**config.mk**
```make
export PLATFORM = sky130hd
export DESIGN_NAME = t_math_wallace_arb
export DESIGN_NICKNAME = d
export VERILOG_FILES = /design/src/rtl/t_math_wallace_pkg.sv /design/src/rtl/t_math_wallace_rr.sv /design/src/rtl/t_math_wallace_arb.sv
export SDC_FILE = /design/constraint.sdc
export NUM_CORES = 1
export LEC_CHECK = 0
export ABC_CLOCK_PERIOD_IN_PS = 4000
export BUFFER_PORTS_ARGS = -buffer_cell sky130_fd_sc_hd__buf_2
export CAP_MARGIN = 20
export CORE_AREA = 2 2 194 196
export CTS_CLUSTER_DIAMETER = 200
export CTS_CLUSTER_SIZE = 10
export DETAILED_ROUTE_END_ITERATION = 7
export DIE_AREA = 0 0 196 198
export GPL_TIMING_DRIVEN = 0
export PLACE_DENSITY_LB_ADDON = 0.25
export SETUP_SLACK_MARGIN = 0.02
export SKIP_LAST_GASP = 1
export SYNTH_ARGS = -nofsm -noshare
export SYNTH_HDL_FRONTEND = slang
export SYNTH_HIERARCHICAL = 1
export SYNTH_SLANG_ARGS = --single-unit
```
**constraint.sdc**
```tcl
create_clock -name clk_i -period 4 [get_ports clk_i]
set_input_delay 0.6 -clock clk_i [delete_from_list [all_inputs] [get_ports clk_i]]
set_output_delay 0.6 -clock clk_i [all_outputs]
set_load 0.02 [all_outputs]
```
**src/rtl/t_math_wallace_pkg.sv**
```systemverilog
// Shared definitions for the Wallace multiplier issue controller: latency, ID sizing, issue tag.
package t_math_wallace_pkg;

   localparam int unsigned MUL_LATENCY = 3;

   function automatic int unsigned id_width(input int unsigned n);
      return $clog2(n);
   endfunction

   typedef struct packed {
      logic       valid;
      logic [2:0] id;
   } issue_tag_t;

endpackage

```
**src/rtl/t_math_wallace_rr.sv**
```systemverilog
// Combinational round-robin arbiter: first asserted request at or after ptr_i wins.
module t_math_wallace_rr
   import t_math_wallace_pkg::*;
#(
   parameter  int unsigned NREQ = 4,
   localparam int unsigned IdW  = id_width(NREQ)
) (
   input  logic [NREQ-1:0] req_i,
   input  logic [IdW-1:0]  ptr_i,
   output logic [NREQ-1:0] grant_o,
   output logic [IdW-1:0]  winner_o,
   output logic            any_o
);

   logic [IdW:0]   sum;
   logic [IdW-1:0] idx;
   logic           found;

   always_comb begin
      grant_o  = '0;
      winner_o = '0;
      found    = 1'b0;
      sum      = '0;
      idx      = '0;
      for (int k = 0; k < int'(NREQ); k++) begin
         // Candidate index (ptr + k) mod NREQ without a divider.
         sum = {1'b0, ptr_i} + (IdW+1)'(k);
         if (sum >= (IdW+1)'(NREQ)) begin
            sum = sum - (IdW+1)'(NREQ);
         end
         idx = sum[IdW-1:0];
         if (!found && req_i[idx]) begin
            found        = 1'b1;
            winner_o     = idx;
            grant_o[idx] = 1'b1;
         end
      end
      any_o = found;
   end

endmodule

```
**src/rtl/t_math_wallace_arb.sv**
```systemverilog
// Round-robin issue controller sharing one pipelined Wallace multiplier among NREQ requesters.
module t_math_wallace_arb
   import t_math_wallace_pkg::*;
#(
   parameter  int unsigned NREQ    = 4,
   parameter  int unsigned WIDTH   = 32,
   parameter  int unsigned LATENCY = MUL_LATENCY,
   localparam int unsigned IdW     = id_width(NREQ)
) (
   input  logic                  clk_i,
   input  logic                  reset_i,
   input  logic [NREQ-1:0]       req_valid_i,
   input  logic [NREQ-1:0]       req_negate_i,
   input  logic [NREQ*WIDTH-1:0] req_a_i,
   input  logic [NREQ*WIDTH-1:0] req_b_i,
   output logic [NREQ-1:0]       req_ready_o,
   output logic                  mul_enable_o,
   output logic                  mul_negate_o,
   output logic [WIDTH-1:0]      mul_datA_o,
   output logic [WIDTH-1:0]      mul_datB_o,
   input  logic [2*WIDTH:0]      mul_product_d3_i,
   output logic                  rsp_valid_o,
   output logic [IdW-1:0]        rsp_id_o,
   output logic [2*WIDTH-1:0]    rsp_product_o,
   output logic [31:0]           issue_count_o
);

   logic [IdW-1:0]  ptr_q, ptr_d;
   logic [31:0]     cnt_q, cnt_d;
   issue_tag_t [LATENCY-1:0] pipe_q, pipe_d;
   issue_tag_t      tag_in;

   logic [NREQ-1:0] grant;
   logic [IdW-1:0]  winner;
   logic            any_req;
   logic            accept;

   t_math_wallace_rr #(
      .NREQ (NREQ)
   ) u_rr (
      .req_i    (req_valid_i),
      .ptr_i    (ptr_q),
      .grant_o  (grant),
      .winner_o (winner),
      .any_o    (any_req)
   );

   // Reset overrides arbitration so nothing is accepted during the reset cycle.
   assign accept = any_req & ~reset_i;

   always_comb begin
      ptr_d = ptr_q;
      if (accept) begin
         ptr_d = (winner == IdW'(NREQ - 1)) ? '0 : winner + IdW'(1);
      end
   end

   always_comb begin
      tag_in.valid = accept;
      tag_in.id    = accept ? 3'(winner) : 3'd0;
      pipe_d[0]    = tag_in;
      for (int unsigned i = 1; i < LATENCY; i++) begin
         pipe_d[i] = pipe_q[i-1];
      end
   end

   always_comb begin
      cnt_d = cnt_q;
      if (accept && (cnt_q != 32'hFFFF_FFFF)) begin
         cnt_d = cnt_q + 32'd1;
      end
   end

   always_ff @(posedge clk_i) begin
      if (reset_i) begin
         ptr_q  <= '0;
         pipe_q <= '0;
         cnt_q  <= '0;
      end else begin
         ptr_q  <= ptr_d;
         pipe_q <= pipe_d;
         cnt_q  <= cnt_d;
      end
   end

   always_comb begin
      req_ready_o  = accept ? grant : '0;
      mul_enable_o = accept;
      mul_negate_o = 1'b0;
      mul_datA_o   = '0;
      mul_datB_o   = '0;
      if (accept) begin
         mul_negate_o = req_negate_i[winner];
         mul_datA_o   = req_a_i[winner*WIDTH +: WIDTH];
         mul_datB_o   = req_b_i[winner*WIDTH +: WIDTH];
      end
   end

   // The multiplier datapath is never reset; only the tag valid qualifies its output.
   assign rsp_valid_o   = pipe_q[LATENCY-1].valid & ~reset_i;
   assign rsp_id_o      = reset_i ? '0 : pipe_q[LATENCY-1].id[IdW-1:0];
   assign rsp_product_o = mul_product_d3_i[2*WIDTH-1:0];
   assign issue_count_o = cnt_q;

   logic unused_bits;
   assign unused_bits = ^{mul_product_d3_i[2*WIDTH], pipe_q[LATENCY-1].id};

endmodule
```
==> results_dict.tcl, run 1 <==
set metrics [dict create \
    maxCapViolations 0 \
    holdBufCountCts 0 \
    crit_required_ns 3.40 \
    grt_first_pass_wirelength_um 39600 \
    finalHoldViolCount 0 \
    finalSetupViolCount 0 \
    yosysWarnings 6 \
    portBuffers 434 \
    synthCells 491 \
    cts_tree "yes" \
    cts-htree-levels 2 \
    syn_to_final_growth_pct 70.1 \
    fmax_mhz 255 \
    critPathKind "in -> out" \
    overflow 0 \
    path_max_fanout 5 \
    clock_path_buffers 2 \
    ys_ff_latch 43 \
    relSlewSlack_pct 59.2 \
    worstMarginPinSlew_ns 0.608 \
    yosys.area.top_type "mux4_2" \
    status "complete, no violations" \
    finish.utilization_pct 22.7 \
    power_density_mw_per_mm2 675 \
    cts.clk_slew.worst_paths_ns 0.07 \
    grt_max_degree 17 \
    worstPathArrival_ns 3.33 \
    synth-edff-count 0 \
    synth_area_mm2 0.00492 \
    p_int_w 0.00314 \
    fp-row-count 71 \
    synth_cell_types 49 \
    ys_top_cells_by_area "mux4_2, dfxtp_1, buf_4, and2_1, xnor2_1" \
    wl_per_cell_um 20.1 \
    hold_path.startpoint "pipe_d[8]" \
    finalCritPeriodShare_pct 98.2 \
    syn-num-nets 829 \
    fin_skew_ns 0.00622 \
    die_area_mm2 0.0388 \
    finalSetupTns_ns 0 \
    synth_top_flop_cell "dfxtp_1" \
    io_pins 500 \
    seq_area_frac_synth_pct 17.5 \
    clock_latency_ns 0.29 \
    min_period_ns 3.93 \
    start_kind "primary input" \
    leakage_nw 3.94 \
    grtUsageTotal_pct 14.0 \
    critPathCaptureType "output pin" \
    cts_buffers 5 \
    syn_area_per_cell_um2 10.0 \
    power_frac_clock_pct 7.5 \
    startpoint "req_valid_i[0]" \
    die_w_um 196 \
    combPwrFrac_pct 83.6 \
    final_max_slew_viol_count 0 \
    vias_per_cell 4.07 \
    place_congestion 0.862 \
    drc_errors 0 \
    seqPwrFrac_pct 8.9 \
    grt_pass1_vias 5736 \
    hold_path_class "reg -> reg" \
    antenna_found_initial 15 \
    antenna_left 0 \
    root_buffer "clkbuf_16" \
    p_switching_w 0.00251 \
    drt_first_pass_iters 4 \
    async_flop_share_pct 0 \
    yosysTopAreaCellShare_pct 30.6 \
    ir_worst_vdd_mv 0.357 \
    fp.coreArea_mm2 0.0370 \
    drive_gt1_share_pct 68.8 \
    p_sw_share_pct 44.5 \
    clkSinkCount 43 \
    r2r-start "ptr_q[1]" \
    drt_wl_total_um 28900 \
    layout.nets 1298 \
    fp.dieH_um 198 \
    start_util_pct 13.3 \
    hpwlAfterDp_um 24800 \
    vias 5849 \
    drt_iter0_drc 222 \
]
==> per-stage QoR <==
step | setup WS [ns] | area, um2 | instances | power [W] | hold slack [ns]
finish | 0.0732 | 8380 | 1437 | 0.00565 | 0.434
global route | -0.0114 | 8380 | 1437 | 0.00602 | 0.457
CTS | 0.0214 | 8280 | 1430 | 0.00565 | 0.439
detailed placement | -1.15 | 7690 | 1399 | 0.00451 | 0.421
global placement | -1.15 | 7690 | 1399 | 0.00451 | 0.421
floorplan | 0.122 | 4920 | 491 | 0.00320 | 0.414
==> flip-flops by register name, indices dropped and copies added (netlist names) <==
name           flops
issue_count_o     32
pipe_d             6
pipe_q             3
ptr_q              2
==> final cells by class <==
cell class | count | area, um2
multi-input cells | 339 | 3440
diodes | 2 | 5.00
plain buffers | 101 | 810
clock inverters | 3 | 26.3
inverters | 7 | 33.8
flip-flops and latches | 43 | 868
fillers | 4135 | 28600
clock buffers | 5 | 125
well taps | 474 | 593
repair buffers | 463 | 2470
==> cell usage in the layout, fill, tap and decap left out, types with 7 or more instances in the layout <==
cell type / synthesis / routed
buf_6: 4 / 8
and2_4: 0 / 10
nand4_1: 9 / 9
nor2b_1: 12 / 11
clkbuf_16: 0 / 8
nor2_1: 28 / 27
dfxtp_1: 43 / 41
o21ai_0: 8 / 7
mux4_2: 67 / 68
xnor2_1: 15 / 15
a21oi_1: 13 / 13
clkbuf_1: 23 / 13
nand3_1: 8 / 8
nand2_1: 14 / 14
a22oi_1: 8 / 8
a211oi_1: 7 / 7
buf_4: 65 / 97
and2_1: 72 / 62
buf_2: 9 / 432
==> logic make-up (layout without fill, tap and decap cells) <==
group / after synthesis / after routing / synth area share, %
buf+inv: 109 / 579 / 14.1
simple gates: 186 / 186 / 22.8
compound gates: 52 / 52 / 7.42
mux: 77 / 77 / 33.4
xor+xnor: 17 / 17 / 3.02
fa+ha+maj: 7 / 7 / 1.78
other cells: 0 / 2 / 0
flops: 43 / 43 / 17.5
==> synth_stat cells, drive strengths merged (7+ instances only) <==
| cell type | number |
|---|---|
| nor2b | 12 |
| a211oi | 7 |
| nor2 | 28 |
| ha | 7 |
| a22oi | 8 |
| a21oi | 13 |
| and2 | 72 |
| o21ai | 8 |
| mux4 | 69 |
| inv | 7 |
| buf | 79 |
| nand2 | 14 |
| xnor2 | 15 |
| nand4 | 9 |
| dfxtp | 43 |
| nand2b | 7 |
| clkbuf | 23 |
| o31ai | 7 |
| nand3 | 8 |
==> worst max-delay path: stages <==
cell	delay, ns
buf_2	0.12
mux4_1	0.67
nor2b_4	0.17
nor2_2	0.05
o31ai_4	0.33
buf_8	0.18
buf_12	0.14
buf_4	0.12
mux4_2	0.57
and2_4	0.19
clkbuf_4	0.17
==> routing by layer <==
layer / track usage (%) / part of all wire, % / wire, um
met1: 17.0 / 40 / 11500
met2: 25.7 / 52 / 15000
met3: 2.84 / 6.5 / 1880
met4: 2.41 / 1.3 / 371
met5: 0 / 0.29 / 84
==> worst paths after layout <==
kind / slack, ns / to / depth (start not counted)
min reg2reg: 0.43 / pipe_q[8] / 1
max reg2reg: 0.96 / issue_count_o[11] / 12
min: 0.43 / pipe_q[8] / 1
max: 0.07 / mul_datB_o[0] / 11
==> power by group through the flow <==
stage | clock network, W | logic (W) | registers (W)
2_1_floorplan | 0 | 0.00269 | 0.000515
3_3_place_gp | 0 | 0.00400 | 0.000516
3_5_place_dp | 0 | 0.00400 | 0.000516
4_1_cts | 0.000437 | 0.00471 | 0.000502
5_1_grt | 0.000451 | 0.00506 | 0.000510
6_report | 0.000421 | 0.00472 | 0.000505
==> what timing repair did <==
action | CTS | global route
cloned | 2 | 1
pin swaps | 3 | 5
resized for setup | 57 | 34
setup endpoints to repair | 70 | 69
setup buffers | 22 | 5
No activity file was read; power rests on OpenSTA's default activity.
==> inputs of run 2 (changes only) <==
- CORE_AREA: 2 2 194 196 -> 4 4 190 192
- CTS_CLUSTER_DIAMETER: 200 -> 60
- DIE_AREA: 0 0 196 198 -> 0 0 194 196
==> run 2 against run 1 <==
Design area shrank 1.7%. Power shrank 3.9%. Die area shrank 2.0%. Core utilization grew 1.3 points. Register-to-register slack gained 0.08 ns. Sequential power grew 0.8%. Hold slack gained 0.0021 ns. Fmax grew 1.1%. Highest routed layer unchanged.
==> results_dict.tcl, run 2 (synthesized netlist as in run 1, its figures left out) <==
set metrics [dict create \
    grt_max_degree 14 \
    overflow 0 \
    portBuffers 434 \
    ir_worst_vdd_mv 0.488 \
    hold_path_class "reg -> reg" \
    leakage_nw 3.87 \
    cts_tree "yes" \
    finalHoldViolCount 0 \
    layout.nets 1291 \
    drt_first_pass_iters 4 \
    grtUsageTotal_pct 13.5 \
    fmax_mhz 257 \
    syn_to_final_growth_pct 67.2 \
    status "complete, no violations" \
    grt_first_pass_wirelength_um 39200 \
    critPathKind "reg -> out" \
    final_max_slew_viol_count 0 \
    maxCapViolations 0 \
    cts_buffers 5 \
    worstMarginPinSlew_ns 0.658 \
    final_cell_mix "buf_2, buf_4, mux4_2, and2_1, dfxtp_1" \
    rsz0062_at_grt "true" \
    hold_path.startpoint "pipe_d[5]" \
    die_w_um 194 \
    drt_wl_total_um 27800 \
    cpPeakStageDelay_ns 0.50 \
    finalCritPeriodShare_pct 97.1 \
    path_max_fanout 10 \
    min_period_ns 3.88 \
    holdBufCountCts 0 \
    drt_iter0_drc 244 \
    hpwlAfterDp_um 24600 \
    startpoint "ptr_q[1]" \
    fp.coreArea_mm2 0.0344 \
    start_util_pct 14.3 \
    antenna_found_initial 8 \
    finalSetupViolCount 0 \
    placed_cells 1380 \
    vias_per_cell 4.04 \
    mostFrequentLayoutCell "buf_2" \
    drc_errors 0 \
    worstPathCellList "inv_4, ha_4, mux4_2, buf_6, and2b_2, o21ai_2, o31ai_4, clkbuf_8, buf_12, buf_8, mux4_2, and2_1, buf_2" \
    place_congestion 0.869 \
    clkSinkCount 43 \
    cts-htree-levels 2 \
    finish.utilization_pct 24.0 \
    fillCellCount 3841 \
    r2r-start "ptr_q[1]" \
    critPathCaptureType "output pin" \
    io_pins 500 \
    slowest_stage "mux4_2" \
    fp.dieH_um 196 \
    grt_pass1_vias 5936 \
    power_density_mw_per_mm2 660 \
    clock_latency_ns 0.28 \
    fp-row-count 68 \
    crit_top_cell "mux4_2" \
    largest_reg_flops 32 \
    fin_skew_ns 0.00721 \
    relSlewSlack_pct 55.8 \
    cts.clk_slew.worst_paths_ns 0.06 \
    start_kind "flip-flop" \
    power_w 0.00543 \
    wl_per_cell_um 19.7 \
    worstPathArrival_ns 3.28 \
    antenna_left 0 \
    vias 5702 \
    clock_path_buffers 2 \
    fin_cells 1413 \
    root_buffer "clkbuf_16" \
    drive_gt1_share_pct 67.6 \
    crit_required_ns 3.40 \
    die_area_mm2 0.0380 \
]
run 2: repair_timing:
| item | CTS | global route |
|---|---|---|
| pin swaps | 4 | 1 |
| hold endpoints to repair | 0 | 0 |
| buffers inserted | 20 | 2 |
| endpoints found under the setup margin | 70 | 63 |
| gates resized for setup | 61 | 19 |
run 2: through the flow:
stage	hold WS [ns]	setup TNS [ns]	instance area (um2)	worst slack (ns)
after floorplan	0.414	0	4920	0.122
after global placement	0.415	-36.44	7660	-1.12
after detailed placement	0.421	-34.56	7660	-1.10
after CTS	0.437	0	8180	0.0154
after global routing	0.461	0	8230	0.0140
final	0.436	0	8230	0.116
run 2: per-layer routing:
layer / wire [um] / vias to the layer above / track usage [%]
met2: 14900 / 224 / 25.0
met1: 10600 / 2752 / 15.8
met3: 1890 / 23 / 3.55
met5: 21 / - / 0
li1: - / 2699 / -
met4: 447 / 4 / 2.32
run 2: worst max-delay path, delay by kind of cell (launching register included):
family | cells | cell delay, ns
AND/OR/NAND/NOR | 2 | 0.46
flip-flops | 1 | 0.40
buffers and inverters | 6 | 0.91
adder cells (fa/ha/maj) | 1 | 0.28
AO/OA/AOI/OAI | 2 | 0.15
multiplexers | 2 | 0.79
run 2: final timing paths:
path | end | slack (ns) | depth (start not counted)
max | mul_datA_o[13] | 0.12 | 13
min | pipe_d[9] | 0.44 | 1
max reg2reg | issue_count_o[11] | 1.04 | 12
min reg2reg | pipe_d[9] | 0.44 | 1
run 2: cell type report:
cell class	count	area (um2)	share of cell area, %
Clock buffer	7	153	1.85
Clock inverter	1	7.51	0.0912
Inverter	7	35.0	0.426
Timing Repair Buffer	456	2380	28.9
Multi-Input combinational cell	339	3410	41.5
Sequential cell	43	868	10.5
Antenna cell	4	10.0	0.122
Tap cell	455	569	6.91
Buffer	101	798	9.70
run 2: power breakdown:
group	internal [W]	total, W	switching, W
Clock	0.000266	0.000435	0.000169
Sequential	0.000473	0.000509	0.0000362
Combinational	0.00226	0.00449	0.00223
Total	0.00300	0.00543	0.00243
